`src/rtl/pc_gen.sv`:
```
// Fetch program-counter generator: sequential fetch, EX-stage redirects (branch/JAL/JALR),
// and a one-deep pending redirect that is held until the instruction cache accepts it.
module pc_gen #(
  parameter logic [31:0] RESET_PC = 32'h0000_0000,
  parameter int          XLEN     = 32
) (
  input  logic            clk,
  input  logic            rst,
  input  logic            icache_stall,
  input  logic            ex_valid,
  input  logic            ex_stall,
  input  logic            ex_branch,
  input  logic            ex_jal,
  input  logic            ex_jalr,
  input  logic            is_zero,
  input  logic [XLEN-1:0] alu_result,
  input  logic [XLEN-1:0] ex_pc,
  input  logic [XLEN-1:0] ex_imm,
  output logic [XLEN-1:0] pc,
  output logic [XLEN-1:0] pc_plus4,
  output logic            flush,
  output logic            misalign,
  output logic            redirect_pending
);

  typedef enum logic {
    RUN  = 1'b0,
    PEND = 1'b1
  } state_e;

  state_e            state_q, state_d;
  logic [XLEN-1:0]   pc_q, pc_d;
  logic [XLEN-1:0]   pend_pc_q, pend_pc_d;

  logic              redirect_evt;
  logic [XLEN-1:0]   raw_target;
  logic [XLEN-1:0]   target;
  logic              unused_bits;

  // Redirect decode and target selection; JALR has priority over JAL and branch.
  always_comb begin
    redirect_evt = ex_valid & ~ex_stall & (ex_jal | ex_jalr | (ex_branch & is_zero));
    if (ex_jalr) begin
      raw_target = {alu_result[XLEN-1:1], 1'b0};
    end else begin
      raw_target = ex_pc + ex_imm;
    end
    target = {raw_target[XLEN-1:2], 2'b00};
  end

  assign unused_bits      = ^{alu_result[0], raw_target[0]};
  assign pc               = pc_q;
  assign pc_plus4         = pc_q + 32'd4;
  assign flush            = redirect_evt & ~rst;
  assign misalign         = redirect_evt & raw_target[1] & ~rst;
  assign redirect_pending = (state_q == PEND);

  // Next-state logic: a new event always wins over a previously latched redirect.
  always_comb begin
    state_d   = state_q;
    pc_d      = pc_q;
    pend_pc_d = pend_pc_q;
    case (state_q)
      RUN: begin
        if (icache_stall) begin
          if (redirect_evt) begin
            pend_pc_d = target;
            state_d   = PEND;
          end else begin
            pend_pc_d = pend_pc_q;
          end
        end else begin
          if (redirect_evt) begin
            pc_d = target;
          end else begin
            pc_d = pc_plus4;
          end
        end
      end
      PEND: begin
        if (icache_stall) begin
          if (redirect_evt) begin
            pend_pc_d = target;
          end else begin
            pend_pc_d = pend_pc_q;
          end
        end else begin
          if (redirect_evt) begin
            pc_d = target;
          end else begin
            pc_d = pend_pc_q;
          end
          state_d = RUN;
        end
      end
      default: begin
        state_d = RUN;
      end
    endcase
  end

  // State registers with synchronous reset.
  always_ff @(posedge clk) begin
    if (rst) begin
      state_q   <= RUN;
      pc_q      <= RESET_PC;
      pend_pc_q <= 32'h0000_0000;
    end else begin
      state_q   <= state_d;
      pc_q      <= pc_d;
      pend_pc_q <= pend_pc_d;
    end
  end

endmodule

```
`config.mk`:
```
export PLATFORM = sky130hd
export DESIGN_NAME = pc_gen
export DESIGN_NICKNAME = d
export VERILOG_FILES = /design/src/rtl/pc_gen.sv
export SDC_FILE = /design/constraint.sdc
export NUM_CORES = 1
export LEC_CHECK = 0
export ABC_AREA = 0
export ABC_CLOCK_PERIOD_IN_PS = 6600
export CAP_MARGIN = 20
export CORE_ASPECT_RATIO = 1.4
export CORE_UTILIZATION = 51
export DETAILED_ROUTE_END_ITERATION = 10
export GPL_ROUTABILITY_DRIVEN = 0
export PLACE_DENSITY = 0.95
export SLEW_MARGIN = 10
export SYNTH_ARGS = -nofsm -noshare
export SYNTH_HDL_FRONTEND = slang
export SYNTH_SLANG_ARGS = --single-unit
```
`constraint.sdc`:
```
create_clock -name clk -period 6.6 [get_ports clk]
set_clock_uncertainty 0.05 [all_clocks]
set_input_delay 0.66 -clock clk [delete_from_list [all_inputs] [get_ports clk]]
set_output_delay 0.66 -clock clk [all_outputs]
set_load 0.02 [all_outputs]
```
Word level (Yosys, flattened, before mapping)
Index checks and enable logic that the tools add are counted.

Bitwise operators: 11. Add/subtract/negate cells: 2. Reductions and logical operators: 1. Eq/ne operators: 2. Muxes and demuxes: 11.

Operators with widths (count): $mux 32 (6); $pmux 32 s2 (1); $add 32x3->32 const B (1); $add 32x32->32 (1); $and 1x1->1 (6); $ne 2x2->1 const B (2); $mux 1 (3); $not 1->1 (3); $or 1x1->1 (2); $pmux 1 s2 (1); $reduce_and 2->1 (1).

Output and inout bits: 67. Register bits: 65. Logic and storage cells: 30.

Longest topological paths before layout
Gate-level depths: netlist of the first run.

Word-level depth: 6. Gate-level depth with buffers: 11.

Worst setup path after synthesis of the first run
OpenSTA, ideal clock, no wires.

Kind: input -> register. From: input ex_pc[0]. To: register pc_q[30] (netlist: pc[30]). Path slack: 3362 ps. Cell stages on the path: 11. Required time: 6455 ps. Data arrival time: 3093 ps. Library setup time: 95 ps. Path through: and2_1 fa_1 a21o_1 a311o_1 a211oi_2 nor3_2 o21a_1 o311ai_2 xnor2_1 nand3_1 a221oi_1.

Cells in the longest elaborated chain, start to end: 5. Elaborated cells on any way between the ends: 7. Classes of those cells: add/sub (1); mux (6).

Ends and longest elaborated chain: from (decl) (line 17) `input logic [XLEN-1:0] ex_pc,`; $add 32x32->32 * (line 46) `raw_target = ex_pc + ex_imm;`; $mux 32 * (line 43) `if (ex_jalr) begin`; $mux 32, on equally long branches; $mux 32, on equally long branches (line 81, 65); $pmux 32 s2 * (line 63) `case (state_q)`; to (signal assigned) (line 110) `pc_q <= pc_d;`; to (decl) (line 32) `logic [XLEN-1:0] pc_q, pc_d;`.

Every way passes the cells marked *; elsewhere a longest branch is shown, timed or not. The select of a mux whose other input is x is not followed. A chain may end at the register's enable or synchronous reset.

Worst setup path after layout of the first run
From: input ex_pc[0]. To: register pc_q[22] (netlist: pc[22]).

Same word-level chain as after synthesis.

==> summary.txt, run 1 <==
Global routing
  – Vias in the first global route: 5774
  – First-pass GRT wire length: approximately 27000 µm
  – Initial antenna violation count: 0
  – Largest net degree at the start of global routing: slightly below 50
  – Gr usage total: between 30% and 40%
  – Gr ovfl total: 0

Die
  – Starting Density: 52.1%
  – Die H: approximately 120 µm
  – Die Wd: 88.9 µm
  – Core ar.: a little over 0.01 mm²
  – Die area: between 0.01 and 0.015 mm²
  – # rows: between 40 and 50
  – # IOs: between 150 and 200

Clock tree
  – Postcts setup bufs: 0
  – CTS buffer count: 9
  – Clk_lat worst skew: roughly 0.34 ns
  – Clock Sink Count: 65
  – Clock tree buffer depth: 2
  – H-tree levels: 3
  – CTS tree: done
  – Post-cts sizing count: 0
  – CTS Hold Buffers Added: 0
  – Clock transition at path regs: approximately 0.05 ns
  – CTS Root Cell: clkbuf_16

Detailed routing
  – DR WL/cell: 17.5 µm
  – Pre-Repair DR Iteration Count: 7
  – Detailed Route WL: around 18000 µm
  – DR iter-0 viols: around 550
  – Via count: about 6200
  – Via density: between 6 and 7
  – DRC violations left: 0
  – ANT nets after route: 0

Critical path
  – Flop2flop setup slack: 3.76 ns
  – Critical path startpoint category: primary input
  – Worst-path fanout max: 5
  – Setup crit end kind: flop
  – Crit path required time: between 6 and 7 ns
  – Crit path DAT: between 3 and 4 ns
  – Critical path class: in -> reg

Layout
  – Area occupied by multi-input gates: 0.00383 mm²
  – Syn-to-layout area delta: 38.2%
  – Register Area: between 0.001 and 0.0015 mm²
  – Fraction of layout cells with a size suffix above 1: ~5.3%
  – Final core occ: 72.1%
  – Fill count: just over 800
  – Final Net Count: about 1000
  – Antenna fix cells: 0

Timing
  – Final worst setup slack: roughly 2.9 ns
  – FMAX: between 200 and 300 MHz
  – Slew margin rel.: about a quarter
  – WHS: approximately 0.4 ns
  – Final period utilization: 56.8%
  – Slew Limit Fails: 0
  – Worst Tran Pin Value: about 1.1 ns
  – Final setup viols: 0
  – Tmin final: 3.75 ns
  – Final Hold Violating Endpoints: 0
  – RSZ-0062 raised after global routing: false
  – TNS Setup: 0 ns

Status
  – Status: finished clean

Placement
  – Pre-CTS WS: 2.60 ns
  – Detailed Place HPWL: between 10000 and 15000 µm
  – I/O Buffers: 170

Logic synthesis
  – Seq/Total Area, Yosys: 24.1%
  – Yosys Warn Count: 0
  – Post-synth top area share: 24.1%
  – Synth area leader: dfxtp_1
  – Synth Cell Area: roughly 0.0054 mm²
  – #FFs+latches synth: 65
  – Synth Area per Inst: around 7.5 µm²
  – Top cells by area, synth: dfxtp_1, ha_1, a21oi_1, nor2_1, xnor2_1
  – Synthesized Nets: ~860
  – Post-synth ARST share: 0%
  – Distinct cell type count after synthesis: between 60 and 70
  – Cells after Synth: between 700 and 800
  – EDFF count, synth: 0
  – Top FF cell, synth: dfxtp_1

Pwr
  – Pleak: slightly below 3 nW
  – IR drop worst, VDD: roughly 0.11 mV
  – Power Dens Cells: ~190 mW/mm²
  – Total Power: between 0.001 and 0.0015 W

Min path
  – Hold crit path type: reg -> reg

Job
  – Max_cap viols: 0
[per-layer routing]
layer	global-route usage [%]	share of wire [%]	vias up
li1	-	-	2901
met1	37.0	38	2836
met2	54.4	50	385
met3	4.71	7.6	77
met4	20.4	4.8	0
met5	0	0	-
[stage by stage]
| stage | std cells | cell area [µm²] |
|---|---|---|
| 6_report | 1002 | 7460 |
| 3_3_place_gp | 986 | 7130 |
| 3_5_place_dp | 986 | 7130 |
| 2_1_floorplan | 718 | 5400 |
| 5_1_grt | 1002 | 7460 |
| 4_1_cts | 1002 | 7460 |
[worst paths after layout]
check / cells past startpoint / endpoint / from
worst min register to register: 2 / pend_pc_q[22]$_SDFFE_PP0P_ / pend_pc_q[22]$_SDFFE_PP0P_
worst max-delay path: 12 / pc[22]$_SDFFE_PP0P_ / ex_pc[0]
worst max register to register: 9 / pc[29]$_SDFFE_PP0P_ / pc[4]$_SDFFE_PP0P_
worst min-delay path: 2 / pend_pc_q[22]$_SDFFE_PP0P_ / pend_pc_q[22]$_SDFFE_PP0P_
[power breakdown]
group | internal (W) | switching (W) | leakage, nW
clock | 0.000349 | 0.000175 | 0.162
combinational | 0.000218 | 0.000253 | 2.20
sequential | 0.000414 | 0.0000209 | 0.531
total | 0.000981 | 0.000449 | 2.89
[cell usage in the layout (no fill, tap or decap), types with 4 or more instances in the layout]
cell             netlist  routed
mux2_2                 8       8
or3_1                  4       4
a221oi_1               4       4
and3_1                15      15
clkdlybuf4s50_1        0     170
a311oi_1               4       4
mux2i_1               21      21
nand4_1               13      13
xor2_1                24      24
nor2_1                74      74
inv_1                 17      17
ha_1                  31      31
a21o_1                16      16
nand2_1               69      69
nor3_1                24      24
a21oi_1               60      60
o21ai_0               48      48
xnor2_1               31      31
nand3_1               24      24
a211oi_1              13      13
o211a_1                4       4
and2_1                 4       4
o31ai_1                9       9
buf_4                  2       7
nand2b_1              10      10
a31oi_1                5       5
a22o_1                 4       4
o21a_1                 4       4
dfxtp_1               65      65
clkbuf_16              0       9
o211ai_1              14      14
o21ai_1                4       4
[cells in the mapped netlist, drive strengths merged (3+ instances only)]
library cell / instances
nor2: 74
nand2: 69
dfxtp: 65
a21oi: 60
o21ai: 52
clkbuf: 37
ha: 31
xnor2: 31
nor3: 26
nand3: 24
xor2: 24
mux2i: 21
inv: 17
a21o: 16
and3: 15
a211oi: 14
o211ai: 14
nand4: 13
nand2b: 11
buf: 10
o31ai: 10
mux2: 8
a221oi: 5
a31oi: 5
a22o: 4
a311oi: 4
and2: 4
nor4: 4
o211a: 4
o21a: 4
or3: 4
a31o: 3
nor3b: 3
o221ai: 3
[logic make-up (layout without fill, tap and decap cells)]
logic type	count (synthesis)	in the layout	share of synthesized area [%]
compound gates	218	218	26.6
flops	65	65	24.1
mux	29	29	5.56
xor+xnor	55	55	8.93
simple gates	254	254	22.4
buf+inv	65	211	4.87
fa+ha+maj	32	32	7.56
[cell type report]
class                   instances  area share, %
flip-flops and latches         65           17.4
clock inverters                 5           1.04
well taps                     138           2.32
repair buffers                177           23.5
inverters                      18          0.906
clock buffers                  11           3.39
multi-input cells             588           51.4
[critical path, stage by stage]
cell and delay, ns:
clkdlybuf4s50_1 0.42, and2_1 0.18, fa_1 0.40, a21o_1 0.23
a311o_1 0.39, a211oi_2 0.30, nor3_2 0.14, o21a_1 0.25
nand2b_1 0.16, xor2_1 0.26, o211ai_1 0.15, a311oi_1 0.38
[registers in the layout, summed over array words and instances (netlist names)]
signal / flops
redirect_pending: 1
pend_pc_q: 32
pc: 32
(Power assumes the default switching activity.)
==> inputs of run 2 (changes only) <==
--- a/config.mk
+++ b/config.mk
@@ -6,13 +6,13 @@
 export NUM_CORES = 1
 export LEC_CHECK = 0
 export ABC_AREA = 0
-export ABC_CLOCK_PERIOD_IN_PS = 6600
+export ABC_CLOCK_PERIOD_IN_PS = 3500
 export CAP_MARGIN = 20
 export CORE_ASPECT_RATIO = 1.4
-export CORE_UTILIZATION = 51
+export CORE_UTILIZATION = 48
 export DETAILED_ROUTE_END_ITERATION = 10
 export GPL_ROUTABILITY_DRIVEN = 0
-export PLACE_DENSITY = 0.95
+export PLACE_DENSITY = 0.94
 export SLEW_MARGIN = 10
 export SYNTH_ARGS = -nofsm -noshare
 export SYNTH_HDL_FRONTEND = slang
==> constraint.sdc (replaced) <==
create_clock -name clk -period 3.5 [get_ports clk]
set_clock_uncertainty 0.05 [all_clocks]
set_input_delay 0.35 -clock clk [delete_from_list [all_inputs] [get_ports clk]]
set_output_delay 0.35 -clock clk [all_outputs]
set_load 0.02 [all_outputs]
==> run 2 against run 1 <==
  * Flip-flop and latch count stayed put
  * First-iteration DRC count rose by 20%
  * Worst hold slack improved by 0.0061 ns
  * Sequential power up 89%
  * Power grew 86%
  * Combinational power grew 91%
  * Clock power rose by 78%
  * Critical endpoint is now pc_plus4[29]
  * Critical path type is now reg -> out
  * Highest routed layer unchanged
  * Via count rose by 0.48%
  * Core utilization is 2.8 points lower
  * Final cell count increased by 1.2%
==> summary.txt, run 2 (same netlist as run 1, synthesis figures left out) <==
Die
  – Core ar.: approximately 0.011 mm²
  – Die Wd: just over 90 µm
  – Die area: roughly 0.012 mm²
  – Starting Density: 49.7%
  – # IOs: ~170
  – Die H: roughly 130 µm
  – # rows: 45

Global routing
  – Gr ovfl total: 0
  – Largest net degree at the start of global routing: 48
  – First-pass GRT wire length: about 28000 µm
  – GR peak layer: met2
  – Gr usage total: about 30%
  – Vias in the first global route: 5776
  – Initial antenna violation count: 0
  – GR Layer Usage met2: approximately half
  – Global Route met1 Usage: about a third
  – M3 GR Usage: under 10%

Timing
  – Worst Tran Pin Value: 0.768 ns
  – Slew margin rel.: between 40 and 50%
  – Final setup viols: 0
  – RSZ-0062 raised after global routing: false
  – Tmin final: ~3.4 ns
  – FMAX: between 200 and 300 MHz
  – Slew Limit Fails: 0
  – TNS Setup: 0 ns
  – Final period utilization: between 90 and 100%
  – Final worst setup slack: 0.127 ns
  – Final Hold Violating Endpoints: 0

Critical path
  – Critical R2R Capture: pc[29]$_SDFFE_PP0P_
  – Worst-path fanout max: 6
  – Critical path startpoint category: flop
  – Worst r2r path cells: 9
  – Critical path class: reg -> out
  – Setup crit end kind: output port
  – Critical-path top delay cell: clkdlybuf4s50_1
  – Flop2flop setup slack: 0.76 ns
  – Worst r2r src: pc[12]$_SDFFE_PP0P_
  – CP dominant cell by count: and3_1
  – Crit path DAT: roughly 3.0 ns
  – CP peak stage delay: approximately 0.63 ns
  – Crit path required time: between 3 and 4 ns
  – Worst-path cell chain: and3_1 -> and3_1 -> nor4b_4 -> nand2b_2 -> nor3_1 -> xnor2_1 -> clkdlybuf4s50_1

Placement
  – Pre-CTS WS: -0.0760 ns
  – I/O Buffers: 170
  – Detailed Place HPWL: approximately 13000 µm

Layout
  – Area occupied by multi-input gates: between 0.003 and 0.004 mm²
  – Most common cell after layout, fill and taps aside: clkdlybuf4s50_1
  – Register Area: 0.00130 mm²
  – Most frequent cells in the layout: clkdlybuf4s50_1, nor2_1, nand2_1
  – Fraction of layout cells with a size suffix above 1: ~6.3%
  – Antenna fix cells: 0
  – Final Net Count: about 1000
  – Fill count: roughly 800
  – Syn-to-layout area delta: 39.4%

Status
  – Status: finished clean

Detailed routing
  – ANT nets after route: 0
  – Via count: ~6200
  – Detailed Route WL: about 18000 µm
  – DR WL/cell: roughly 17 µm
  – Pre-Repair DR Iteration Count: 6
  – DR iter-0 viols: 656
  – DRC violations left: 0
  – Via density: about 6.1

Clock tree
  – Clk_lat worst skew: 0.33 ns
  – CTS Root Cell: clkbuf_16
  – CTS buffer count: 9
  – Clock Sink Count: 65
  – Clock transition at path regs: 0.05 ns
  – CTS Hold Buffers Added: 0
  – Postcts setup bufs: 0
  – Clock tree buffer depth: 2
  – CTS tree: done
  – H-tree levels: 3

Job
  – Max_cap viols: 0

Min path
  – Hold path start: pend_pc_q[11]$_SDFFE_PP0P_
  – Hold path depth: 2
  – Sink of the worst hold path: pend_pc_q[11]$_SDFFE_PP0P_
  – Hold crit path type: reg -> reg

Pwr
  – Power Dens Cells: 353 mW/mm²
  – Pleak: between 2 and 3 nW
  – IR drop worst, VDD: 0.179 mV
run 2: cell count changes in the layout (fill, tap and decap cells not counted), sizes merged:
| cell | before | now |
|---|---|---|
| clkinv | 3 | 2 |
| clkbuf | 11 | 14 |
| clkdlybuf4s50 | 170 | 169 |
| dlymetal6s2s | 0 | 1 |
| clkinvlp | 1 | 0 |
| buf | 7 | 16 |
| bufinv | 2 | 1 |
run 2: where the power goes:
group	total, W	leakage, nW	internal [W]	switching (W)
Combinational	0.000900	2.28	0.000422	0.000478
Clock	0.000933	0.153	0.000609	0.000324
Sequential	0.000822	0.531	0.000780	0.0000417
Total	0.00265	2.96	0.00181	0.000844
run 2: metal layers:
metal	vias up	share of wire, %
li1	2918	-
met5	-	0
met3	75	7.4
met2	368	49
met4	0	5.3
met1	2868	38
run 2: final cells by class:
class | count | share of cell area, %
multi-input cells | 588 | 51.1
clock buffers | 14 | 3.64
flip-flops and latches | 65 | 17.3
inverters | 18 | 0.898
repair buffers | 186 | 24.2
clock inverters | 2 | 0.466
well taps | 141 | 2.34
run 2: critical path: cells and delay by family (launching register included):
family,cells,cell delay [ns]
flip-flops,1,0.42
XOR/XNOR,1,0.19
AND/OR/NAND/NOR,5,1.39
buffers and inverters,1,0.63
run 2: worst max path at each step:
stage                          endpoint  depth (start not counted)                 from
floorplan           pc[30]$_SDFFE_PP0P_                         11             ex_pc[0]
global placement    pc[30]$_SDFFE_PP0P_                         12             ex_pc[0]
detailed placement  pc[30]$_SDFFE_PP0P_                         12             ex_pc[0]
CTS                        pc_plus4[29]                          7  pc[11]$_SDFFE_PP0P_
global route               pc_plus4[29]                          7  pc[11]$_SDFFE_PP0P_
finish                     pc_plus4[29]                          7  pc[12]$_SDFFE_PP0P_
run 2: stage by stage:
| stage | instances | power, W | hold WS [ns] | cell area, µm² | util [%] |
|---|---|---|---|---|---|
| floorplan | 718 | 0.00136 | 0.366 | 5400 | - |
| global placement | 998 | 0.00170 | 0.375 | 7200 | 66.3 |
| detailed placement | 998 | 0.00171 | 0.392 | 7200 | 66.3 |
| CTS | 1014 | 0.00264 | 0.404 | 7510 | 69.1 |
| global route | 1014 | 0.00275 | 0.433 | 7520 | 69.2 |
| finish | 1014 | 0.00265 | 0.406 | 7520 | 69.2 |
run 2: what timing repair did:
action,CTS,global route
gates resized for setup,0,3
endpoints found under the hold margin,0,0
setup endpoints to repair,0,2
